`src/rtl/async_mem_master.sv`:
```
// async_mem_master: valid/ready initiator for an asynchronous chip-select SRAM,
// sequencing cs/wr/rd strobes through programmable setup, pulse and hold phases.
module async_mem_master #(
  parameter int ADDR_W    = 10,
  parameter int DATA_W    = 8,
  parameter int SETUP_CYC = 1,
  parameter int PULSE_CYC = 2,
  parameter int HOLD_CYC  = 1
) (
  input  logic              clk,
  input  logic              rst_n,
  input  logic              i_req_valid,
  output logic              o_req_ready,
  input  logic              i_req_we,
  input  logic [ADDR_W-1:0] i_req_addr,
  input  logic [DATA_W-1:0] i_req_wdata,
  output logic              o_rsp_valid,
  output logic [DATA_W-1:0] o_rsp_rdata,
  output logic              o_mem_cs,
  output logic              o_mem_wr,
  output logic              o_mem_rd,
  output logic [ADDR_W-1:0] o_mem_addr,
  output logic [DATA_W-1:0] o_mem_wdata,
  input  logic [DATA_W-1:0] i_mem_rdata
);
  localparam int MAX_CYC = (SETUP_CYC > PULSE_CYC) ? ((SETUP_CYC > HOLD_CYC) ? SETUP_CYC : HOLD_CYC)
                                                   : ((PULSE_CYC > HOLD_CYC) ? PULSE_CYC : HOLD_CYC);
  localparam int CNT_W = (MAX_CYC > 1) ? $clog2(MAX_CYC) : 1;
  typedef enum logic [1:0] {IDLE, SETUP, STROBE, HOLD} state_t;
  state_t            r_state, w_state_nxt;
  logic [CNT_W-1:0]  r_cnt, w_cnt_nxt;
  logic              w_last, w_accept;
  logic              r_we, r_cs, r_wr, r_rd, r_rsp_valid;
  logic [ADDR_W-1:0] r_addr;
  logic [DATA_W-1:0] r_wdata, r_rdata;
  // The counter holds the remaining cycles of the current phase; zero marks the phase's last cycle.
  always_comb begin
    w_last      = r_cnt == '0;
    w_accept    = r_state == IDLE && i_req_valid;
    w_state_nxt = r_state;
    w_cnt_nxt   = w_last ? '0 : r_cnt - CNT_W'(1);
    case (r_state)
      IDLE:   if (i_req_valid) begin w_state_nxt = SETUP;  w_cnt_nxt = CNT_W'(SETUP_CYC - 1); end
      SETUP:  if (w_last)      begin w_state_nxt = STROBE; w_cnt_nxt = CNT_W'(PULSE_CYC - 1); end
      STROBE: if (w_last)      begin w_state_nxt = HOLD;   w_cnt_nxt = CNT_W'(HOLD_CYC - 1);  end
      HOLD:   if (w_last)      w_state_nxt = IDLE;
      default: w_state_nxt = IDLE;
    endcase
  end
  // Strobes are registered from the next state so they line up with cs without extra latency.
  always_ff @(posedge clk or negedge rst_n) begin
    if (!rst_n) begin
      r_state     <= IDLE;
      r_cnt       <= '0;
      r_we        <= 1'b0;
      r_cs        <= 1'b0;
      r_wr        <= 1'b0;
      r_rd        <= 1'b0;
      r_rsp_valid <= 1'b0;
      r_addr      <= '0;
      r_wdata     <= '0;
      r_rdata     <= '0;
    end else begin
      r_state     <= w_state_nxt;
      r_cnt       <= w_cnt_nxt;
      r_cs        <= w_state_nxt != IDLE;
      r_wr        <= w_state_nxt == STROBE && r_we;
      r_rd        <= w_state_nxt == STROBE && !r_we;
      r_rsp_valid <= r_state == HOLD && w_last;
      if (w_accept) begin
        r_we    <= i_req_we;
        r_addr  <= i_req_addr;
        r_wdata <= i_req_wdata;
      end
      if (r_state == STROBE && w_last && !r_we) r_rdata <= i_mem_rdata;
    end
  end
  assign o_req_ready = r_state == IDLE;
  assign o_rsp_valid = r_rsp_valid;
  assign o_rsp_rdata = r_rdata;
  assign o_mem_cs    = r_cs;
  assign o_mem_wr    = r_wr;
  assign o_mem_rd    = r_rd;
  assign o_mem_addr  = r_addr;
  assign o_mem_wdata = r_wdata;
endmodule

```
`config.mk`:
```
export PLATFORM = sky130hd
export DESIGN_NAME = async_mem_master
export DESIGN_NICKNAME = d
export VERILOG_FILES = /design/src/rtl/async_mem_master.sv
export SDC_FILE = /design/constraint.sdc
export NUM_CORES = 1
export LEC_CHECK = 0
export CORE_UTILIZATION = 40
export DETAILED_ROUTE_END_ITERATION = 8
export PLACE_DENSITY_LB_ADDON = 0.05
export SLEW_MARGIN = 20
export SYNTH_ARGS = -nofsm -noshare
export SYNTH_HDL_FRONTEND = slang
export SYNTH_SLANG_ARGS = --single-unit
export TNS_END_PERCENT = 50
```
`constraint.sdc`:
```
create_clock -name clk -period 1.6 [get_ports clk]
set_input_delay 0.16 -clock clk [delete_from_list [all_inputs] [get_ports clk]]
set_output_delay 0.16 -clock clk [all_outputs]
set_load 0.05 [all_outputs]
```
==> results of run 1 <==
-- critical path, cell delays in order (launching register included) --
cell	delay (ps)
dfrtp_1	440
buf_4	180
nor2_1	190
buf_12	170
-- routing by layer --
metal	part of all wire [%]	wire, um	track usage, %
met1	40	968	16.2
met4	1.9	47	10.2
met3	8.4	206	5.68
met5	0	0	0
met2	50	1230	26.0
-- logic make-up (layout without fill, tap and decap cells) --
| group | Yosys count | in the layout | synth area share (%) |
|---|---|---|---|
| buf+inv | 5 | 73 | 2.95 |
| simple gates | 11 | 11 | 6.85 |
| flops | 34 | 34 | 64.7 |
| mux | 27 | 27 | 23.1 |
| xor+xnor | 1 | 1 | 0.666 |
| compound gates | 3 | 3 | 1.71 |
-- layout make-up --
| cell class | instances | area (sq um) |
|---|---|---|
| repair buffers | 65 | 586 |
| well taps | 44 | 55.1 |
| clock buffers | 7 | 45.0 |
| multi-input cells | 42 | 430 |
| fillers | 249 | 1110 |
| inverters | 1 | 3.75 |
| flip-flops and latches | 34 | 851 |
-- state kept, by name (all words and copies together) (netlist names) --
register,flops
r_we,1
o_rsp_rdata,8
o_mem_wr,1
o_rsp_valid,1
o_mem_rd,1
o_mem_wdata,8
r_state,2
o_mem_cs,1
r_cnt,1
o_mem_addr,10
-- through the flow --
step / worst slack, ps / hold WS (ps)
6_report: 144 / 245
3_5_place_dp: 23.8 / 496
5_1_grt: 91.7 / 277
2_1_floorplan: 158 / -136
3_3_place_gp: 54.8 / 491
4_1_cts: 117 / 241
-- synth_stat cells --
cell type / instances
nand3b_1: 1
mux2_2: 27
buf_4: 1
a21boi_0: 1
nor4b_4: 1
or2b_1: 1
nor2_1: 2
or3b_2: 1
buf_6: 2
dfrtp_1: 34
buf_2: 1
inv_1: 1
nor3b_1: 1
xnor2_1: 1
nor2b_1: 2
and3b_2: 1
nor3_1: 1
o31a_2: 1
a21oi_1: 1
-- how the worst min path moves through the flow --
stage	startpoint	end	slack, ps	cells past startpoint
after global routing	rst_n	o_mem_wdata[7]	280	2
after global placement	o_mem_addr[2]	o_mem_addr[2]	490	1
after detailed placement	o_mem_wdata[6]	o_mem_wdata[6]	500	1
after CTS	rst_n	o_mem_cs	240	2
after floorplan	rst_n	o_mem_addr[0]	-140	0
final	rst_n	r_we	250	2
==> flow_metrics.tcl, run 1 <==
set metrics [dict create \
    num_rows 20 \
    grt_max_degree 35 \
    yosysSeqAreaShare_pct 64.7 \
    rsz0062_at_grt "false" \
    endpoint "o_req_ready" \
    skew_ps 5.02 \
    synth_area_leaders "dfrtp_1 65%, mux2_2 23%, nor4b_4 1.8%" \
    critPathLaunchType "register" \
    cts_tree "yes" \
    firstDrtPassIters 2 \
    postCtsSetupBuffers 0 \
    design_area_sq_um 1970 \
    cts_num_sinks 34 \
    reg2reg_slack_ps 220 \
    gp_congestion 0.714 \
    synthCells 81 \
    yosysWarnings 0 \
    ioPinCount 61 \
    n_antenna_cell 0 \
    maxSlewHeadroom_pct 71.9 \
    postRouteAntennaNets 0 \
    grt_pass1_wl_mm 3.86 \
    drive_above_1_share_pct 49.0 \
    syn-cell-area_sq_um 1320 \
    cap_violations 0 \
    cts_hold_buf 0 \
    antenna_found_initial 0 \
    crit_start "r_state[0]" \
    place_inst 186 \
    syn_area_per_cell_sq_um 16.2 \
    placed_area_sq_um 1930 \
    final_max_slew_viol_count 0 \
    dpl.hpwl_mm 1.80 \
    fin_crit_sh_pct 91.0 \
    root_buffer "clkbuf_4" \
    tightest_slew_ps 422 \
    via_per_inst 4.62 \
    drt_iter0_drc 25 \
    fp.dieH_um 59.3 \
    timing.fmax_ghz 0.687 \
    status "complete, no violations" \
    fin_setup_tns_ps 0 \
    synthToLayoutAreaGrowth_pct 49.9 \
    die_w_um 59.3 \
    final-setup-viol-count 0 \
    min_period_ps 1460 \
    via_count 891 \
    r2r-end "o_mem_addr[4]" \
    cts_resized 0 \
    synth_top_area_share_pct 64.7 \
    r2r_start "r_state[0]" \
    worst-path-max-fanout 7 \
    path_class "register to primary output" \
    nets 179 \
    die_area_sq_um 3520 \
    reg2reg_depth 3 \
    clk_pin_slew_ps 90 \
    cts_inserted_buffers 5 \
    synth-seq-cells 34 \
    fin_cells 193 \
    start_util_pct 42.7 \
    insertion_delay_ps 320 \
    endpoint_kind "primary output" \
    overflow 0 \
    grt_pass1_vias 889 \
    wirelength_mm 2.45 \
    hold_path_class "input port to async pin" \
    htree_levels 2 \
    hold_viol 0 \
    final_cell_mix "34 x dfrtp_1, 34 x buf_4, 29 x clkdlybuf4s50_1" \
    clockBufferDepth 2 \
    portBuffers 60 \
    synth_nets 111 \
    crit_arrival_ps 1300 \
    synth_cell_type_count 19 \
    crit_required_ps 1440 \
    drcViolationCount 0 \
    core-area_sq_um 3080 \
    fin_util_pct 64.0 \
    synth_top_area_cell "dfrtp_1" \
    wl_per_cell_um 12.7 \
    grtUsageTotal_pct 15.5 \
]
Power of run 1 is left out: the tool's default activity adds up to more than one toggle a clock period on the data nets, which glitch-free logic cannot reach.
==> inputs of run 2 (changes only) <==
CORE_ASPECT_RATIO = 1.5   (was unset)
SKIP_LAST_GASP = 1   (was unset)
==> flow_metrics.tcl, run 2 (same netlist as run 1, synthesis figures left out) <==
set metrics [dict create \
    num_rows 25 \
    min_period_ps 1450 \
    htree_levels 2 \
    worst-path-max-fanout 9 \
    grt_pass1_wl_mm 4.17 \
    seq_area_sq_um 851 \
    critPathLaunchType "register" \
    grtUsageTotal_pct 16.2 \
    design_area_sq_um 2020 \
    drcViolationCount 0 \
    antenna_found_initial 0 \
    timing.fmax_ghz 0.691 \
    skew_ps 2.38 \
    cts_inserted_buffers 5 \
    multi_input_area_sq_um 430 \
    firstDrtPassIters 2 \
    hold_path_class "input port to async pin" \
    r2r_start "r_state[0]" \
    largest_reg_flops 10 \
    path_cells "nor4b_4 -> buf_4 -> mux2_2" \
    grt_pass1_vias 906 \
    slowest_stage "dfrtp_1" \
    placed_area_sq_um 1910 \
    clockBufferDepth 2 \
    nets 177 \
    crit_required_ps 1770 \
    crit_start "r_state[0]" \
    final_cell_mix "34 x dfrtp_1, 32 x buf_4, 29 x clkdlybuf4s50_1" \
    fp.dieH_um 72.2 \
    endpoint_kind "register" \
    n_antenna_cell 0 \
    cts_num_sinks 34 \
    wirelength_mm 2.47 \
    crit_path_max_incr_delay_ps 490 \
    cts_resized 0 \
    cts_hold_buf 0 \
    gp_congestion 0.713 \
    final-setup-viol-count 0 \
    reg2reg_depth 3 \
    maxSlewHeadroom_pct 71.9 \
    cap_violations 0 \
    wl_per_cell_um 13.1 \
    portBuffers 60 \
    crit_arrival_ps 1610 \
    via_count 911 \
    path_class "register to register" \
    start_util_pct 42.0 \
    layout_commonest_cell "dfrtp_1" \
    synthToLayoutAreaGrowth_pct 53.3 \
    rsz0062_at_grt "false" \
    die_w_um 48.8 \
    fin_setup_tns_ps 0 \
    hold_viol 0 \
    grt_max_degree 35 \
    status "complete, no violations" \
    postCtsSetupBuffers 0 \
    cts_tree "yes" \
    tightest_slew_ps 422 \
    via_per_inst 4.85 \
    overflow 0 \
    root_buffer "clkbuf_8" \
    ioPinCount 61 \
    dpl.hpwl_mm 1.82 \
    core-area_sq_um 3130 \
    fin_crit_sh_pct 90.4 \
    n_fill_cell 264 \
    final_max_slew_viol_count 0 \
    die_area_sq_um 3530 \
    drt_iter0_drc 7 \
    drive_above_1_share_pct 50.0 \
    postRouteAntennaNets 0 \
    clk_pin_slew_ps 60 \
    insertion_delay_ps 280 \
]
==> run 2: cell count changes in the layout (fill, tap and decap cells not counted) <==
| cell | previous run | this run |
|---|---|---|
| buf_4 | 34 | 32 |
| clkbuf_1 | 2 | 0 |
| clkbuf_8 | 0 | 8 |
| clkbuf_4 | 5 | 0 |
==> run 2: critical path: cells and delay by family, from the launching register on <==
family	cells	cell delay, ps
flops	1	490
mux	1	340
simple gates	1	300
buf+inv	1	200
==> run 2: stage by stage <==
stage	cells	util [%]	hold WS, ps	setup slack, ps
2_1_floorplan	81	-	-136	158
3_3_place_gp	180	60.9	492	43.7
3_5_place_dp	180	60.9	497	25.7
4_1_cts	188	64.4	298	142
5_1_grt	188	64.4	314	76.5
6_report	188	64.4	283	153
==> run 2: worst paths after layout <==
path | to | slack, ps
worst max-delay path | o_rsp_rdata[1] | 150
worst min-delay path | o_rsp_valid | 280
min in group clk | o_mem_wdata[7] | 480
worst min register to register | o_mem_wdata[5] | 510
worst max register to register | o_rsp_rdata[1] | 150
max in group asynchronous | o_mem_addr[5] | 1010
==> run 2: routing by layer <==
metal / global-route usage [%] / vias to the layer above / share of wire (%)
li1: - / 414 / -
met1: 17.3 / 446 / 37
met2: 26.4 / 44 / 52
met3: 6.92 / 7 / 8.6
met4: 9.80 / 0 / 2.6
met5: 0 / - / 0
==> run 2: final cells by class <==
type                       count  area share, %
clock buffer                   8           5.46
inverter                       1          0.186
multi-input combinational     42           21.4
sequential                    34           42.2
tap                           40           2.48
timing repair buffer          63           28.3
Power of run 2 is left out for the same reason.
==> inputs of run 3 (changes only) <==
ABC_AREA = 1   (was unset)
CORE_UTILIZATION = 42   (was 40)
HOLD_SLACK_MARGIN = 0.1   (was unset)
SKIP_CTS_REPAIR_TIMING = 1   (was unset)
==> flow_metrics.tcl, run 3 <==
set metrics [dict create \
    grt_max_degree 35 \
    endpoint_kind "primary output" \
    worst-path-max-fanout 1 \
    fp.dieH_um 74.2 \
    core-area_sq_um 3220 \
    postRouteAntennaNets 0 \
    synth-seq-cells 34 \
    worst_ir_drop_vdd_mv 1.37 \
    path_cells "clkdlybuf4s50_1" \
    power_leakage_nw 1.08 \
    holdPathEnd "o_mem_rd" \
    maxSlewHeadroom_pct 49.7 \
    power_frac_comb_pct 57.9 \
    root_buffer "clkbuf_8" \
    reg2reg_slack_ps 350 \
    wirelength_mm 3.06 \
    cts_inserted_buffers 5 \
    power.internal_mw 2.42 \
    antenna_found_initial 0 \
    hold_viol 0 \
    htree_levels 2 \
    synth_cell_type_count 15 \
    power.net_switching_mw 2.54 \
    clockBufferDepth 2 \
    final_cell_mix "49 x nand2_1, 34 x dfrtp_1, 30 x buf_4" \
    syn-cell-area_sq_um 1460 \
    synth_area_leaders "dfrtp_1 58%, nand2_1 13%, nand3_2 6.2%" \
    final_max_slew_viol_count 0 \
    cap_violations 0 \
    min_period_ps 1560 \
    n_fill_cell 284 \
    cts_tree "yes" \
    via_per_inst 4.77 \
    fin_util_pct 64.0 \
    final-setup-viol-count 0 \
    die_area_sq_um 3720 \
    synth_top_family_by_area "simple AND/OR/NAND/NOR gates" \
    firstDrtPassIters 4 \
    synthMuxAreaShare_pct 0 \
    drive_above_1_share_pct 28.8 \
    grt_pass1_wl_mm 5.17 \
    insertion_delay_ps 290 \
    yosysWarnings 0 \
    crit_path_max_incr_delay_ps 790 \
    via_count 1169 \
    wl_per_cell_um 12.5 \
    overflow 0 \
    grtUsageTotal_pct 19.0 \
    yosys.area_share.simple_pct 27.1 \
    hold_path_class "register to register" \
    p_clk_share_pct 11.8 \
    fin_crit_sh_pct 97.4 \
    crit_buf_inv 1 \
    synth_top_area_share_pct 58.2 \
    synth_edf_count 0 \
    synthFlopType "dfrtp_1" \
    crit_required_ps 1440 \
    num_rows 25 \
    place_inst 237 \
    synthTopCellsByCount "49 x nand2_1, 34 x dfrtp_1, 13 x inv_1" \
    syn_area_per_cell_sq_um 10.3 \
    grt_pass1_vias 1195 \
    status "complete, no violations" \
    synthCells 142 \
    synthToLayoutAreaGrowth_pct 41.0 \
    critPathLaunchType "register" \
    synth_compound_area_share_pct 5.14 \
    rsz0062_at_grt "false" \
    start_util_pct 45.4 \
    skew_ps 3.42 \
    clk_pin_slew_ps 60 \
    power_density_nw_per_um2 2400 \
    async_flop_share_pct 100 \
    drcViolationCount 0 \
    drt_iter0_drc 34 \
    r2r-end "o_mem_wr" \
    multi_input_area_sq_um 472 \
    synth.most_common_cell "nand2_1" \
    gp_congestion 0.763 \
    synth_xor_area_share_pct 0 \
    critPathTopFamily "buffers and inverters" \
    fin_cells 245 \
    reg2reg_depth 4 \
    hp-start "r_we" \
    portBuffers 60 \
    slowest_stage "clkdlybuf4s50_1" \
    netSwitchingFraction_pct 51.2 \
    timing.fmax_ghz 0.641 \
    total_power_mw 4.96 \
    crit_arrival_ps 1400 \
    dpl.hpwl_mm 2.19 \
    synthAdderAreaFrac_pct 0 \
    seq_area_sq_um 851 \
    largest_reg_flops 10 \
    synth_top_area_cell "dfrtp_1" \
    tightest_slew_ps 754 \
    cts_num_sinks 34 \
    fin_setup_tns_ps 0 \
    fin_hold_ws_ps 421 \
    n_antenna_cell 0 \
    ioPinCount 61 \
    worstSetupPathDepth 1 \
    r2r_start "r_state[1]" \
    p_seq_share_pct 30.3 \
    yosysSeqAreaShare_pct 58.2 \
    layout_commonest_cell "nand2_1" \
    synth_nets 172 \
    path_class "register to primary output" \
    nets 235 \
    hold_depth 1 \
    die_w_um 50.2 \
]
==> run 3: area by class of cell <==
class                           count  share of cell area [%]
Sequential cell                    34                    41.3
Tap cell                           40                    2.43
Timing Repair Buffer               63                    27.3
Inverter                           13                    2.37
Multi-Input combinational cell     88                    22.9
Clock buffer                        7                    3.70
==> run 3: cells by family (layout without fill, tap and decap cells) <==
group | count (synthesis) | count (layout)
AOI/OAI and AO/OA | 9 | 9
buffers and inverters | 20 | 83
DFF | 34 | 34
and+or+nand+nor | 79 | 79
==> run 3: how the worst max path moves through the flow <==
stage               slack [ps]        start            end
finish                      40     o_mem_rd       o_mem_rd
global route                 1   r_state[1]    o_req_ready
CTS                         20     o_mem_rd       o_mem_rd
detailed placement         270  i_req_valid       o_mem_rd
global placement           310  i_req_valid       o_mem_wr
floorplan                  550   r_state[1]  o_mem_addr[0]
==> run 3: per-stage QoR <==
stage	setup slack, ps	cell area (sq um)
after floorplan	547	1460
after global placement	308	1970
after detailed placement	269	1970
after CTS	23.8	2050
after global routing	1.34	2060
final	40.8	2060
==> run 3: per-layer routing <==
metal	share of wire [%]	GRT usage, %
met1	38	20.3
met2	54	33.3
met3	5.5	5.32
met4	2.4	10.5
met5	0	0
==> run 3: power groups by stage <==
stage	combinational (mW)	sequential [mW]	clock, mW
after floorplan	0.884	2.72	0
after global placement	2.86	1.50	0
after detailed placement	2.90	1.52	0
after CTS	2.90	1.51	0.605
after global routing	3.06	1.56	0.640
final	2.87	1.50	0.586
No activity file was read; power rests on OpenSTA's default activity.
